### config.mk
export PLATFORM = sky130hd
export DESIGN_NAME = instr_stream_loader
export DESIGN_NICKNAME = d
export VERILOG_FILES = /design/src/rtl/riscv_enc_pkg.sv /design/src/rtl/instr_field_packer.sv /design/src/rtl/instr_stream_loader.sv
export SDC_FILE = /design/constraint.sdc
export NUM_CORES = 1
export LEC_CHECK = 0
export BUFFER_PORTS_ARGS = -buffer_cell sky130_fd_sc_hd__buf_2
export CAP_MARGIN = 20
export CORE_MARGIN = 10
export CORE_UTILIZATION = 52
export CTS_BUF_LIST = sky130_fd_sc_hd__clkbuf_16
export DETAILED_ROUTE_END_ITERATION = 6
export PLACE_DENSITY_LB_ADDON = 0.15
export SYNTH_ARGS = -nofsm -noshare
export SYNTH_HDL_FRONTEND = slang
export SYNTH_SLANG_ARGS = --single-unit
### constraint.sdc
create_clock -name clk -period 3 [get_ports clk]
set_input_delay 0.45 -clock clk [delete_from_list [all_inputs] [get_ports clk]]
set_output_delay 0.45 -clock clk [all_outputs]
set_load 0.01 [all_outputs]
### src/rtl/riscv_enc_pkg.sv
// Shared encoding constants, command codes and loader state enum for the
// instruction stream loader and its field packer.
package riscv_enc_pkg;

    localparam logic [6:0] OPC_R   = 7'b0110011;
    localparam logic [6:0] OPC_LD  = 7'b0000011;
    localparam logic [6:0] OPC_SD  = 7'b0100011;
    localparam logic [6:0] OPC_BEQ = 7'b1100111;

    // BEQ x0,x0,0 with the core's branch opcode: a self-loop terminator.
    localparam logic [31:0] PAD_WORD = 32'h0000_0067;

    typedef enum logic [1:0] {
        CMD_R   = 2'b00,
        CMD_LD  = 2'b01,
        CMD_SD  = 2'b10,
        CMD_BEQ = 2'b11
    } cmd_op_e;

    typedef enum logic [2:0] {
        IDLE  = 3'd0,
        LOAD  = 3'd1,
        PAD   = 3'd2,
        DONE  = 3'd3,
        ERROR = 3'd4
    } state_e;

endpackage

### src/rtl/instr_field_packer.sv
// Pure combinational packer: symbolic command fields -> 32-bit RV instruction
// word for the R, LD, SD and BEQ classes the core decodes.
module instr_field_packer (
    input  logic [1:0]  op,
    input  logic [2:0]  funct3,
    input  logic        f7b5,
    input  logic [4:0]  rd,
    input  logic [4:0]  rs1,
    input  logic [4:0]  rs2,
    input  logic [11:0] imm,
    output logic [31:0] instr
);
    import riscv_enc_pkg::*;

    always_comb begin
        instr = 32'h0;
        case (op)
            CMD_R:   instr = {1'b0, f7b5, 5'b0, rs2, rs1, funct3, rd, OPC_R};
            CMD_LD:  instr = {imm[11:0], rs1, funct3, rd, OPC_LD};
            CMD_SD:  instr = {imm[11:5], rs2, rs1, funct3, imm[4:0], OPC_SD};
            // imm holds offset[12:1], so its bit positions are shifted by one.
            CMD_BEQ: instr = {imm[11], imm[9:4], rs2, rs1, funct3, imm[3:0], imm[10], OPC_BEQ};
            default: instr = 32'h0;
        endcase
    end

endmodule

### src/rtl/instr_stream_loader.sv
// Streams symbolic commands into imem as packed instruction words, one per cycle.
// Define INSTR_PAD_EN to append a self-loop terminator word after the last command.
module instr_stream_loader #(
    parameter int AW    = 8,
    parameter int DEPTH = 256
) (
    input  logic          clk,
    input  logic          rst_n,
    input  logic          start,
    input  logic          cmd_valid,
    output logic          cmd_ready,
    input  logic [1:0]    cmd_op,
    input  logic [2:0]    cmd_funct3,
    input  logic          cmd_f7b5,
    input  logic [4:0]    cmd_rd,
    input  logic [4:0]    cmd_rs1,
    input  logic [4:0]    cmd_rs2,
    input  logic [11:0]   cmd_imm,
    input  logic          cmd_last,
    output logic          imem_we,
    output logic [AW-1:0] imem_addr,
    output logic [31:0]   imem_wdata,
    output logic          busy,
    output logic          done,
    output logic          overflow,
    output logic [AW:0]   count
);
    import riscv_enc_pkg::*;

    localparam logic [AW:0] DEPTH_C = (AW+1)'(DEPTH);

    state_e        state_q, state_d;
    logic [AW:0]   count_q, count_d;
    logic          imem_we_q, imem_we_d;
    logic [AW-1:0] imem_addr_q, imem_addr_d;
    logic [31:0]   imem_wdata_q, imem_wdata_d;
    logic          overflow_q, overflow_d;

    logic [31:0]   enc_word;
    logic          room;
    logic          accept;
    logic          start_ok;

    instr_field_packer u_packer (
        .op     (cmd_op),
        .funct3 (cmd_funct3),
        .f7b5   (cmd_f7b5),
        .rd     (cmd_rd),
        .rs1    (cmd_rs1),
        .rs2    (cmd_rs2),
        .imm    (cmd_imm),
        .instr  (enc_word)
    );

    // The word counter doubles as the write pointer: both clear and advance together.
    assign room     = (count_q < DEPTH_C);
    assign accept   = cmd_valid && cmd_ready;
    assign start_ok = start && (state_q == IDLE || state_q == DONE || state_q == ERROR);

    always_ff @(posedge clk or negedge rst_n) begin
        if (!rst_n) begin
            state_q <= IDLE;
        end else begin
            state_q <= state_d;
        end
    end

    always_comb begin
        state_d = state_q;
        case (state_q)
            IDLE: begin
                if (start) state_d = LOAD;
            end
            LOAD: begin
                if (accept && cmd_last) begin
`ifdef INSTR_PAD_EN
                    state_d = PAD;
`else
                    state_d = DONE;
`endif
                end else if (!room) begin
                    state_d = ERROR;
                end
            end
`ifdef INSTR_PAD_EN
            PAD: begin
                state_d = room ? DONE : ERROR;
            end
`endif
            DONE, ERROR: begin
                if (start) state_d = LOAD;
            end
            default: state_d = IDLE;
        endcase
    end

    always_comb begin
        cmd_ready = (state_q == LOAD) && room;
        busy      = (state_q == LOAD) || (state_q == PAD);
        done      = (state_q == DONE);
    end

    always_comb begin
        count_d      = count_q;
        imem_we_d    = 1'b0;
        imem_addr_d  = imem_addr_q;
        imem_wdata_d = imem_wdata_q;
        overflow_d   = overflow_q;
        if (start_ok) begin
            count_d    = '0;
            overflow_d = 1'b0;
        end else if (accept) begin
            imem_we_d    = 1'b1;
            imem_addr_d  = count_q[AW-1:0];
            imem_wdata_d = enc_word;
            count_d      = count_q + (AW+1)'(1);
        end else if (state_q == LOAD && !room) begin
            overflow_d = 1'b1;
        end
`ifdef INSTR_PAD_EN
        else if (state_q == PAD) begin
            if (room) begin
                imem_we_d    = 1'b1;
                imem_addr_d  = count_q[AW-1:0];
                imem_wdata_d = PAD_WORD;
                count_d      = count_q + (AW+1)'(1);
            end else begin
                overflow_d = 1'b1;
            end
        end
`endif
    end

    always_ff @(posedge clk or negedge rst_n) begin
        if (!rst_n) begin
            count_q      <= '0;
            imem_we_q    <= 1'b0;
            imem_addr_q  <= '0;
            imem_wdata_q <= '0;
            overflow_q   <= 1'b0;
        end else begin
            count_q      <= count_d;
            imem_we_q    <= imem_we_d;
            imem_addr_q  <= imem_addr_d;
            imem_wdata_q <= imem_wdata_d;
            overflow_q   <= overflow_d;
        end
    end

    assign imem_we    = imem_we_q;
    assign imem_addr  = imem_addr_q;
    assign imem_wdata = imem_wdata_q;
    assign overflow   = overflow_q;
    assign count      = count_q;

endmodule

Word level (Yosys, flattened, before mapping) --
Index checks and enable logic that the tools add are counted.
Storage, ports and cells: bits in registers 54, bits of input ports 38, word-level logic and storage cells 48
Operators by class: add/sub/neg operators 1, $lt $le $gt $ge 1, eq/ne operators 10, multiplexer cells 12, bitwise logic cells 1, reductions and logical operators 17
Operator list (number):
- $pmux W32 S4 | 1
- $mux W9 | 2
- $add A9 B1 Y9 const B | 1
- $lt A9 B9 Y1 const B | 1
- $mux W3 | 3
- $eq A3 B2 Y1 const B | 2
- $pmux W3 S2 | 1
- $reduce_and A2 Y1 | 3
- $logic_and A1 B1 Y1 | 5
- $mux W1 | 5
- $eq A2 B2 Y1 const B | 2
- $ne A2 B1 Y1 const B | 2
- $reduce_bool A2 Y1 | 2
- $eq A3 B1 Y1 const B | 1
- $eq A3 B3 Y1 const B | 1
- $logic_not A3 Y1 | 1
- $logic_or A1 B1 Y1 | 3
- $ne A3 B3 Y1 const B | 1
- $reduce_or A3 Y1 | 1
- $eq A2 B1 Y1 const B | 1
- $logic_not A2 Y1 | 1
- $logic_not A1 Y1 | 1
- $not A1 Y1 | 1

Logic depth before layout (Yosys ltp) --
Gate-level depths: netlist of the first run.
depth after elaboration 6, mapped depth 8, gate-level depth less buffers 5

Hierarchy --
From an unflattened synthesis of the first run, not the netlist that was laid out.
Second synthesis, totals: cells, all modules 303, area total of the unflattened synthesis 2730.1 sq um
Modules (own cells, without submodules):
- instr_stream_loader | times used 1, cells an instance 241, area each 2240.9 sq um, sequential area each 1351.3 sq um
- instr_field_packer | times used 1, cells an instance 62, area each 489.2 sq um, sequential area each 0.0 sq um

Worst setup path before layout of the first run --
OpenSTA, ideal clock, no wires.
path type reg2reg, start reg state_q[1], end reg count_q[6] (netlist: count[6]), arrival 1877 ps, data required time 2875 ps, setup slack 998 ps, stages on the path, launching flop included 8, buffers on the path 2, period minus slack after synthesis 2002 ps, cells stage by stage dfrtp_1 > buf_6 > or3b_1 > or2_1 > clkbuf_1 > inv_1 > mux2_2 > mux2_2
Between the ends: longest elaborated chain between the ends 5, elaborated cells between the ends (all ways) 11, classes of those cells 3 x eq/ne; 1 x mux; 7 x reduce/logical
Ends and longest elaborated chain:
- start, declared | RTL line instr_stream_loader.sv:32 | state_e state_q, state_d;
- start signal, assigned | RTL line instr_stream_loader.sv:64 | state_q <= state_d;
- $eq A3 B2 Y1 / $logic_not A3 Y1 (equally long branches) | RTL line instr_stream_loader.sv:58 | assign start_ok = start && (state_q == IDLE || state_q == DONE || state_q == ERROR);
- $logic_or A1 B1 Y1 (2 in a row) | RTL line instr_stream_loader.sv:58
- $logic_and A1 B1 Y1 | RTL line instr_stream_loader.sv:58
- $mux W9 / $reduce_bool A2 Y1 (equally long branches)
- end signal, assigned | RTL line instr_stream_loader.sv:142 | count_q <= count_d;
- end, declared | RTL line instr_stream_loader.sv:33 | logic [AW:0] count_q, count_d;
Several ways; a longest one is shown, not always the timed one. A chain may end at the register's enable or synchronous reset.

Worst setup path after layout of the first run --
start reg state_q[1], end reg count_q[3] (netlist: count[3])
The elaborated chain is that of the path after synthesis.

==> results of run 1 <==
metrics by stage:
stage	area, sq um	hold slack [ns]	setup WS [ns]	instances	total power [uW]
2_1_floorplan	2390	0.154	0.998	259	1360
3_3_place_gp	2830	0.403	0.802	384	1640
3_5_place_dp	2830	0.404	0.776	384	1660
4_1_cts	2960	0.102	0.768	391	2190
5_1_grt	2960	0.111	0.653	391	2310
6_report	2960	0.0867	0.779	391	2160
flip-flops by register name (all words and copies together), names as in the netlist:
| register | flops |
|---|---|
| imem_we | 1 |
| overflow | 1 |
| imem_addr | 8 |
| imem_wdata | 29 |
| count | 9 |
| state_q | 3 |
kinds of logic after synthesis:
kind of cell	after synthesis	synth area share [%]
AND/OR/NAND/NOR	114	20.8
flip-flops	51	53.5
AO/OA/AOI/OAI	49	12.0
buffers and inverters	23	4.56
multiplexers	18	7.76
XOR/XNOR	2	0.734
adder cells (fa/ha/maj)	1	0.524
other	1	0.157
synth_stat cells, drive strengths merged, types with 2 or more instances:
library cell  instances  share of area [%]
a21oi                10                2.1
and2                  2               0.52
o21ai                24                5.0
nor3b                 2               0.63
nor2                  7                1.1
o31ai                 2               0.63
buf                   8                2.2
mux2i                14                5.9
nand2b                7                1.8
nor2b                 2               0.52
nand2                78                 12
nor3                  2               0.42
a21o                  4                1.3
or2                   2               0.52
nand3                 7                1.5
clkbuf               12                1.9
mux2                  4                1.9
inv                   3               0.47
dfrtp                51                 53
a211oi                3               0.94
cell type report:
type | instances | area, sq um | area share, %
clock inverters | 2 | 8.76 | 0.296
well taps | 52 | 65.1 | 2.20
multi-input cells | 185 | 1000 | 33.8
repair buffers | 93 | 473 | 16.0
clock buffers | 5 | 125 | 4.22
flip-flops and latches | 51 | 1280 | 43.1
inverters | 3 | 11.3 | 0.380
worst reg2reg max path: stages (launching register included):
cell	delay [ns]
dfrtp_1	0.47
or3b_1	0.41
or2_2	0.45
buf_4	0.33
or3_1	0.39
o211ai_1	0.09
routing by layer:
| metal | GRT usage (%) | up-vias |
|---|---|---|
| met5 | 0 | - |
| met4 | 3.62 | 0 |
| met3 | 6.41 | 5 |
| met2 | 23.1 | 64 |
| met1 | 18.5 | 900 |
| li1 | - | 1026 |
worst paths after layout:
kind	from	endpoint	slack [ns]
max	state_q[1]	count[3]	0.78
min reg2reg	imem_addr[4]	imem_addr[4]	0.47
max in group asynchronous	rst_n	state_q[2]	2.14
min in group clk	cmd_funct3[0]	imem_wdata[12]	0.35
min	rst_n	imem_addr[0]	0.09
max reg2reg	state_q[1]	count[3]	0.78
power groups by stage:
stage	Combinational (uW)	Clock, uW	Sequential (uW)
6_report	641	529	990
3_5_place_dp	660	0	1000
5_1_grt	725	570	1020
3_3_place_gp	644	0	997
2_1_floorplan	292	0	1070
4_1_cts	661	540	992
==> results by group, run 1 <==
Clock tree
  • Clock-pin slew on the worst setup and hold paths: about 0.07 ns
  • Clock sink count: 51
  • Root Driver: clkbuf_16
  • Cts bufs inserted: 5
  • H-tree levels: 2
  • TritonCTS clock tree: yes
  • Clock latency at the later pin of the worst-skew pair: ~0.29 ns
  • Bufs on Longest Clock Path: 2
  • Post-CTS Setup Bufs: 0
  • Quantity of gates resized following cts: 0
  • CTS Hold Bufs: 0

Job
  • Max Cap Viol: 0

Logic synthesis
  • Post-synth cell types: 39
  • Synth Instances: 259
  • Mapped Area: around 2400 sq um
  • Syn Area/Cell: ~9.2 sq um
  • Post-synth EDFFs: 0
  • Asr flop ratio synth: 100%
  • Synth warn: 0
  • Register area share after synthesis: 53.5%
  • Top_reg_cell synth: dfrtp_1
  • Synthesized flop and latch total: 51
  • Post-Syn Nets: approximately 300

Power
  • P_int: 1430 uW
  • Power density cells: approximately 730 nW/um^2
  • Peak VDD IR: between 300 and 400 uV
  • Switch share: 33.8%
  • Leak pwr: 0.00160 uW
  • Combinational share of power: 29.7%
  • Part of the power in registers: between 40 and 50%
  • Clk pwr share: 24.5%
  • Sw Pwr: 729 uW

Critical path
  • Crit-path max FO: between 40 and 50
  • Crit path DAT: between 2 and 2.5 ns
  • Buf+Inv Stages, Crit Path: 1
  • CP Capture Type: flop
  • Critical path, cell by cell: or3b_1 > or2_2 > buf_4 > or3_1 > o211ai_1
  • WS Path Type: reg2reg
  • Slowest stage delay, CP: 0.47 ns
  • Cells on worst reg2reg path: 5
  • Worst setup SP type: flop
  • Crit. path cell count: 5
  • CP Data Required Time: 3.21 ns
  • Slowest CP cell: dfrtp_1
  • Worst path top cell family by delay: simple AND/OR/NAND/NOR gates

Timing
  • Crit share post-route: 74.0%
  • Max frequency: around 450 MHz
  • Max Slew Vio Count: 0
  • Rel. slew slack: between 40% and 50%
  • Clock Skew: between 0.01 and 0.015 ns
  • Final setup vio count: 0
  • Slew of the pin with the lowest slew margin: between 0.7 and 0.8 ns
  • Crit path time final: 2.22 ns
  • RSZ-0062 raised after global routing: no
  • Hold Fails Final Rpt: 0
  • Setup TNS: 0 ns

Detailed routing
  • Post-Route M1 WL: 2470 um
  • Met3 wire length: 590 um
  • Final wirelength: 5670 um
  • Uppermost layer routed: met4
  • Via density: 5.10
  • Remaining DRCs: 0
  • WL met2: 2570 um
  • First DRT Iteration DRCs: about 100
  • Via Count: 1995
  • Wire length per cell: 14.5 um
  • Post-DRT Antenna Nets: 0
  • DRT Pass-1 Iters: 4

Floorplan
  • Initial core utilization: 54.1%
  • Die Ht: 87.8 um
  • Die span in x: 87.8 um
  • Die ar.: 7700 sq um
  • Top Ports: between 90 and 100
  • Row cnt: 24
  • Core ar.: 4410 sq um

GRT
  • Total grt overflow: 0
  • Vias in the first global route: about 2000
  • Initial antenna violation count: 0
  • GRT Total Usage: 14.8%
  • First-pass GRT wire length: 9290 um
  • Largest net degree at the start of global routing: 50

Cells and area
  • # diodes: 0
  • Core Util, Final: 67.1%
  • Share of cells above drive strength 1: a little under a third
  • Area Overhead vs Synth: 24.1%
  • Nets@finish: 378
  • Most frequent cells in the layout: 90 x buf_2, 78 x nand2_1, 51 x dfrtp_1
  • Most common cell after layout, fill and taps aside: buf_2
  • # fillers: 377

Hold path
  • Hold Crit Class: in2async

Status
  • Status: complete, no violations

Placed design
  • IO buf count: 90
  • GP Congestion: about 0.77
  • DP HPWL: between 4000 and 5000 um
Power figures use the tool's default switching activity.
==> run 2: changes to the inputs <==
- CORE_UTILIZATION: 52 -> 48
- clock period: 3 -> 2.09 ns (I/O delays scaled with it)
==> run 2 against run 1 <==
  * Maximum frequency increased by 17%
  * Utilization decreased by 3.9 points
  * Wire length increased by 2.8%
  * Clock-buffer cell count unchanged
  * Cell count increased by 5.4%
  * Hold slack improved by 0.043 ns
  * Critical endpoint unchanged
==> results by group, run 2 (synthesized netlist as in run 1, its figures left out) <==
Cells and area
  • Register Area: about 1300 sq um
  • # diodes: 0
  • Multi-input logic area: about 1000 sq um
  • Max FFs per register: 29
  • Most common cell after layout, fill and taps aside: buf_2
  • Area Overhead vs Synth: 26.7%
  • # fillers: 427
  • Nets@finish: 383
  • Share of cells above drive strength 1: about a third
  • Fin area: 3030 sq um
  • Most frequent cells in the layout: 90 x buf_2, 78 x nand2_1, 51 x dfrtp_1

Critical path
  • WS Path Type: reg2reg
  • Crit-path max FO: 37
  • Slowest stage delay, CP: between 0.3 and 0.4 ns
  • Worst setup SP type: flop
  • CP Capture Type: flop
  • Crit path DAT: 2.10 ns
  • CP Data Required Time: between 2 and 2.5 ns
  • Slowest CP cell: or3b_1
  • Critical path, cell by cell: or3b_1 > or2_2 > buf_4 > or3_1 > o211ai_1

Hold path
  • Hold Crit Class: in2async

Floorplan
  • Row cnt: 25
  • Initial core utilization: 49.9%
  • Core ar.: around 4800 sq um
  • Die span in x: 90.5 um
  • Die Ht: 90.5 um
  • Die ar.: 8190 sq um
  • Top Ports: 92

Timing
  • Slew of the pin with the lowest slew margin: 0.631 ns
  • Clock Skew: 0.00649 ns
  • Setup TNS: 0 ns
  • Max frequency: 528 MHz
  • WHS: 0.130 ns
  • Final setup vio count: 0
  • Hold Fails Final Rpt: 0
  • RSZ-0062 raised after global routing: no
  • Crit share post-route: between 90% and 100%
  • Max Slew Vio Count: 0
  • Rel. slew slack: 57.9%
  • Crit path time final: 1.90 ns

Detailed routing
  • Final wirelength: 5840 um
  • Remaining DRCs: 0
  • Post-Route M1 WL: 2620 um
  • First DRT Iteration DRCs: 90
  • Via Count: approximately 2000
  • Met3 wire length: 453 um
  • Uppermost layer routed: met4
  • WL met2: 2710 um
  • Via density: 4.94
  • Post-DRT Antenna Nets: 0
  • Wire length per cell: 14.2 um
  • DRT Pass-1 Iters: 4

Placed design
  • IO buf count: 90
  • Dpl cell area: 2880 sq um
  • GP Congestion: 0.694
  • DP HPWL: ~4400 um

Clock tree
  • CTS Hold Bufs: 0
  • Clock latency at the later pin of the worst-skew pair: just under 0.3 ns
  • Clock sink count: 51
  • TritonCTS clock tree: yes
  • Post-CTS Setup Bufs: 0
  • H-tree levels: 2
  • Root Driver: clkbuf_16
  • Quantity of gates resized following cts: 0
  • Bufs on Longest Clock Path: 2
  • Clock-pin slew on the worst setup and hold paths: 0.06 ns
  • Cts bufs inserted: 5

Power
  • P_int: 2080 uW
  • Sw Pwr: 1070 uW
  • Combinational share of power: a little under a third
  • Clk pwr share: 24.7%
  • Power density cells: 1040 nW/um^2
  • Part of the power in registers: 44.9%
  • Peak VDD IR: 511 uV
  • Design Power: roughly 3100 uW
  • Leak pwr: 0.00163 uW
  • Switch share: 34.0%

GRT
  • First-pass GRT wire length: 9890 um
  • Vias in the first global route: 2041
  • Largest net degree at the start of global routing: 52
  • Total grt overflow: 0
  • Initial antenna violation count: 0
  • GRT Total Usage: 14.3%

Status
  • Status: complete, no violations

Job
  • Max Cap Viol: 0
[run 2: cell types whose count changed in the layout (fill, tap and decap cells not counted)]
cell        change
clkinv_1        -1
inv_1           +1
buf_4           +5
clkinvlp_4      +1
[run 2: area by class of cell]
class / count / area share [%]
clock inverters: 3 / 0.538
flip-flops and latches: 51 / 42.2
multi-input cells: 185 / 33.1
clock buffers: 5 / 4.14
well taps: 67 / 2.77
inverters: 3 / 0.372
repair buffers: 98 / 16.9
[run 2: path summary, 6_finish.rpt]
path,from,end,slack [ns],depth (start not counted)
min in group clk,cmd_rs1[2],imem_wdata[17],0.22,3
max in group asynchronous,rst_n,count[7],1.53,2
setup reg to reg,state_q[1],count[3],0.19,5
hold reg to reg,imem_wdata[26],imem_wdata[26],0.47,1
hold / removal,rst_n,imem_wdata[15],0.13,2
setup / recovery,state_q[1],count[3],0.19,5
[run 2: layer usage]
layer,track usage [%],up-vias
met5,0,-
li1,-,1028
met1,17.1,941
met3,5.49,6
met2,23.3,60
met4,3.58,0
[run 2: power groups by stage]
stage                     registers (uW)  logic [uW]  clock network [uW]
after floorplan                     1530         419                   0
after global placement              1420         956                   0
after detailed placement            1430         985                   0
after CTS                           1410         984                 794
after global routing                1450        1080                 842
final                               1410         957                 777
[run 2: worst max-delay path: cells and delay by family, from the launching register on]
kind                   cells  cell delay, ns
DFF                        1            0.37
and+or+nand+nor            3            1.09
AOI/OAI and AO/OA          1            0.09
buffers and inverters      1            0.26
[run 2: per-stage QoR]
step                      cells  setup WS [ns]  util (%)
after detailed placement    404          0.221      60.3
final                       412          0.195      63.2
after global placement      404          0.245      60.3
after global routing        412         0.0828      63.2
after CTS                   412          0.194      63.2
after floorplan             259         0.0883         -
==> run 3: changes to the inputs <==
- CORE_UTILIZATION: 48 -> 52
- clock period: 2.09 -> 2.2 ns (I/O delays scaled with it)
==> run 3 against run 2 <==
  * First-iteration DRC count is 36% higher
  * Final area is 1.1% lower
  * Cell count is 4.1% lower
  * Largest cell class unchanged
  * Critical path depth stayed put
  * Wire length is 0.53% higher
  * Register-to-register slack better by 0.07 ns
  * Hold slack worse by 0.12 ns
  * Clock power is 7.7% lower
  * Highest routed layer unchanged
  * Die area is 6.0% lower
  * Non-clock buffer count is 1 lower
==> results by group, run 3 (synthesized netlist as in run 1, its figures left out) <==
Status
  • Status: complete, no violations

Floorplan
  • Core ar.: 4410 sq um
  • Die Ht: 87.8 um
  • Top Ports: 92
  • Die ar.: 7700 sq um
  • Row cnt: 24
  • Die span in x: 87.8 um
  • Initial core utilization: 54.1%

Hold path
  • Hold Crit Class: in2async

Clock tree
  • Root Driver: clkbuf_16
  • TritonCTS clock tree: yes
  • Clock latency at the later pin of the worst-skew pair: 0.28 ns
  • CTS Hold Bufs: 0
  • Quantity of gates resized following cts: 0
  • Clock sink count: 51
  • Cts bufs inserted: 5
  • Post-CTS Setup Bufs: 0
  • H-tree levels: 2
  • Clock-pin slew on the worst setup and hold paths: 0.06 ns
  • Bufs on Longest Clock Path: 2

Detailed routing
  • Post-DRT Antenna Nets: 0
  • Wire length per cell: 14.9 um
  • Via density: 5.14
  • First DRT Iteration DRCs: 122
  • DRT Pass-1 Iters: 6
  • Final wirelength: 5870 um
  • Via Count: 2029
  • Remaining DRCs: 0

GRT
  • GR Util met1: 18.8%
  • Vias in the first global route: slightly above 2000
  • GRT Total Usage: between 10% and 20%
  • Total grt overflow: 0
  • GRT Max-Usage Layer: met2
  • Initial antenna violation count: 0
  • Met3 usage: 5.76%
  • First-pass GRT wire length: 9560 um
  • M2 GR Usage: 24.5%
  • Largest net degree at the start of global routing: 67

Power
  • Power density cells: 985 nW/um^2
  • Peak VDD IR: between 400 and 500 uV
  • Design Power: 2950 uW
  • Leak pwr: 0.00162 uW

Critical path
  • Crit path DAT: ~2.1 ns
  • Worst setup SP type: flop
  • Cells on worst reg2reg path: 5
  • FF-to-FF setup slack: between 0.2 and 0.3 ns
  • CP Data Required Time: 2.40 ns
  • RR Startpoint: state_q[1]
  • WS Path Type: reg2reg
  • Reg-to-reg endpoint: count[3]
  • Crit-path max FO: between 60 and 70
  • CP Capture Type: flop

Cells and area
  • Most frequent cells in the layout: 90 x buf_2, 78 x nand2_1, 51 x dfrtp_1
  • Post-Layout Cell Count: 395
  • Area Overhead vs Synth: 25.3%
  • Most common cell after layout, fill and taps aside: buf_2
  • Core Util, Final: between 60% and 70%
  • Nets@finish: roughly 380
  • # diodes: 0
  • Max FFs per register: 29
  • Share of cells above drive strength 1: 32.1%

Placed design
  • GP Congestion: between 0.7 and 0.8
  • DP HPWL: 4390 um
  • Dpl cells: 388
  • IO buf count: 90
  • Pre-CTS setup slack: 0.240 ns

Timing
  • Crit share post-route: 88.0%
  • RSZ-0062 raised after global routing: no
  • Max frequency: 517 MHz
  • Clock Skew: 0.00448 ns
  • Crit path time final: 1.94 ns
  • Setup TNS: 0 ns
  • Hold Fails Final Rpt: 0
  • Final setup vio count: 0
  • Slew of the pin with the lowest slew margin: 0.854 ns
  • Rel. slew slack: a little over two fifths
  • Max Slew Vio Count: 0
  • Worst setup margin: approximately 0.26 ns

Job
  • Max Cap Viol: 0
[run 3: cell types whose count changed in the layout (fill, tap and decap cells not counted), sizes merged]
| cell | change |
|---|---|
| inv | -1 |
| buf | -1 |
| clkinv | +1 |
| clkinvlp | -1 |
[run 3: worst max path at each step]
stage                          start        to  slack, ns  depth (start not counted)
after floorplan           state_q[1]  count[6]       0.20                          7
after global placement     cmd_valid  count[3]       0.25                          6
after detailed placement   cmd_valid  count[3]       0.24                          6
after CTS                 state_q[1]  count[3]       0.25                          5
after global routing      state_q[1]  count[3]       0.13                          5
final                     state_q[1]  count[3]       0.26                          5
[run 3: layout make-up]
cell class / instances / area [sq um]
fill: 389 / 1420
sequential: 51 / 1280
inverter: 3 / 11.3
timing repair buffer: 97 / 503
clock buffer: 5 / 125
clock inverter: 2 / 8.76
multi-input combinational: 185 / 1000
tap: 52 / 65.1
[run 3: per-layer routing]
layer	vias to the layer above	routed length (um)
li1	1023	-
met4	0	58
met3	7	538
met5	-	0
met1	935	2560
met2	64	2710
[run 3: critical path: stages (launching register included)]
cell	delay (ns)
dfrtp_1	0.37
or3b_1	0.38
or2_2	0.30
buf_4	0.29
or3_1	0.40
o211ai_1	0.09
[run 3: report_power, final]
part	switching, uW	internal, uW	total [uW]
sequential	162	1180	1340
clock	308	409	717
combinational	519	373	892
total	989	1960	2950
[run 3: metrics by stage]
| step | hold slack, ns | cell area, sq um |
|---|---|---|
| 5_1_grt | 0.0414 | 2990 |
| 3_5_place_dp | 0.326 | 2860 |
| 6_report | 0.00948 | 2990 |
| 2_1_floorplan | 0.0344 | 2390 |
| 4_1_cts | 0.0207 | 2990 |
| 3_3_place_gp | 0.327 | 2860 |
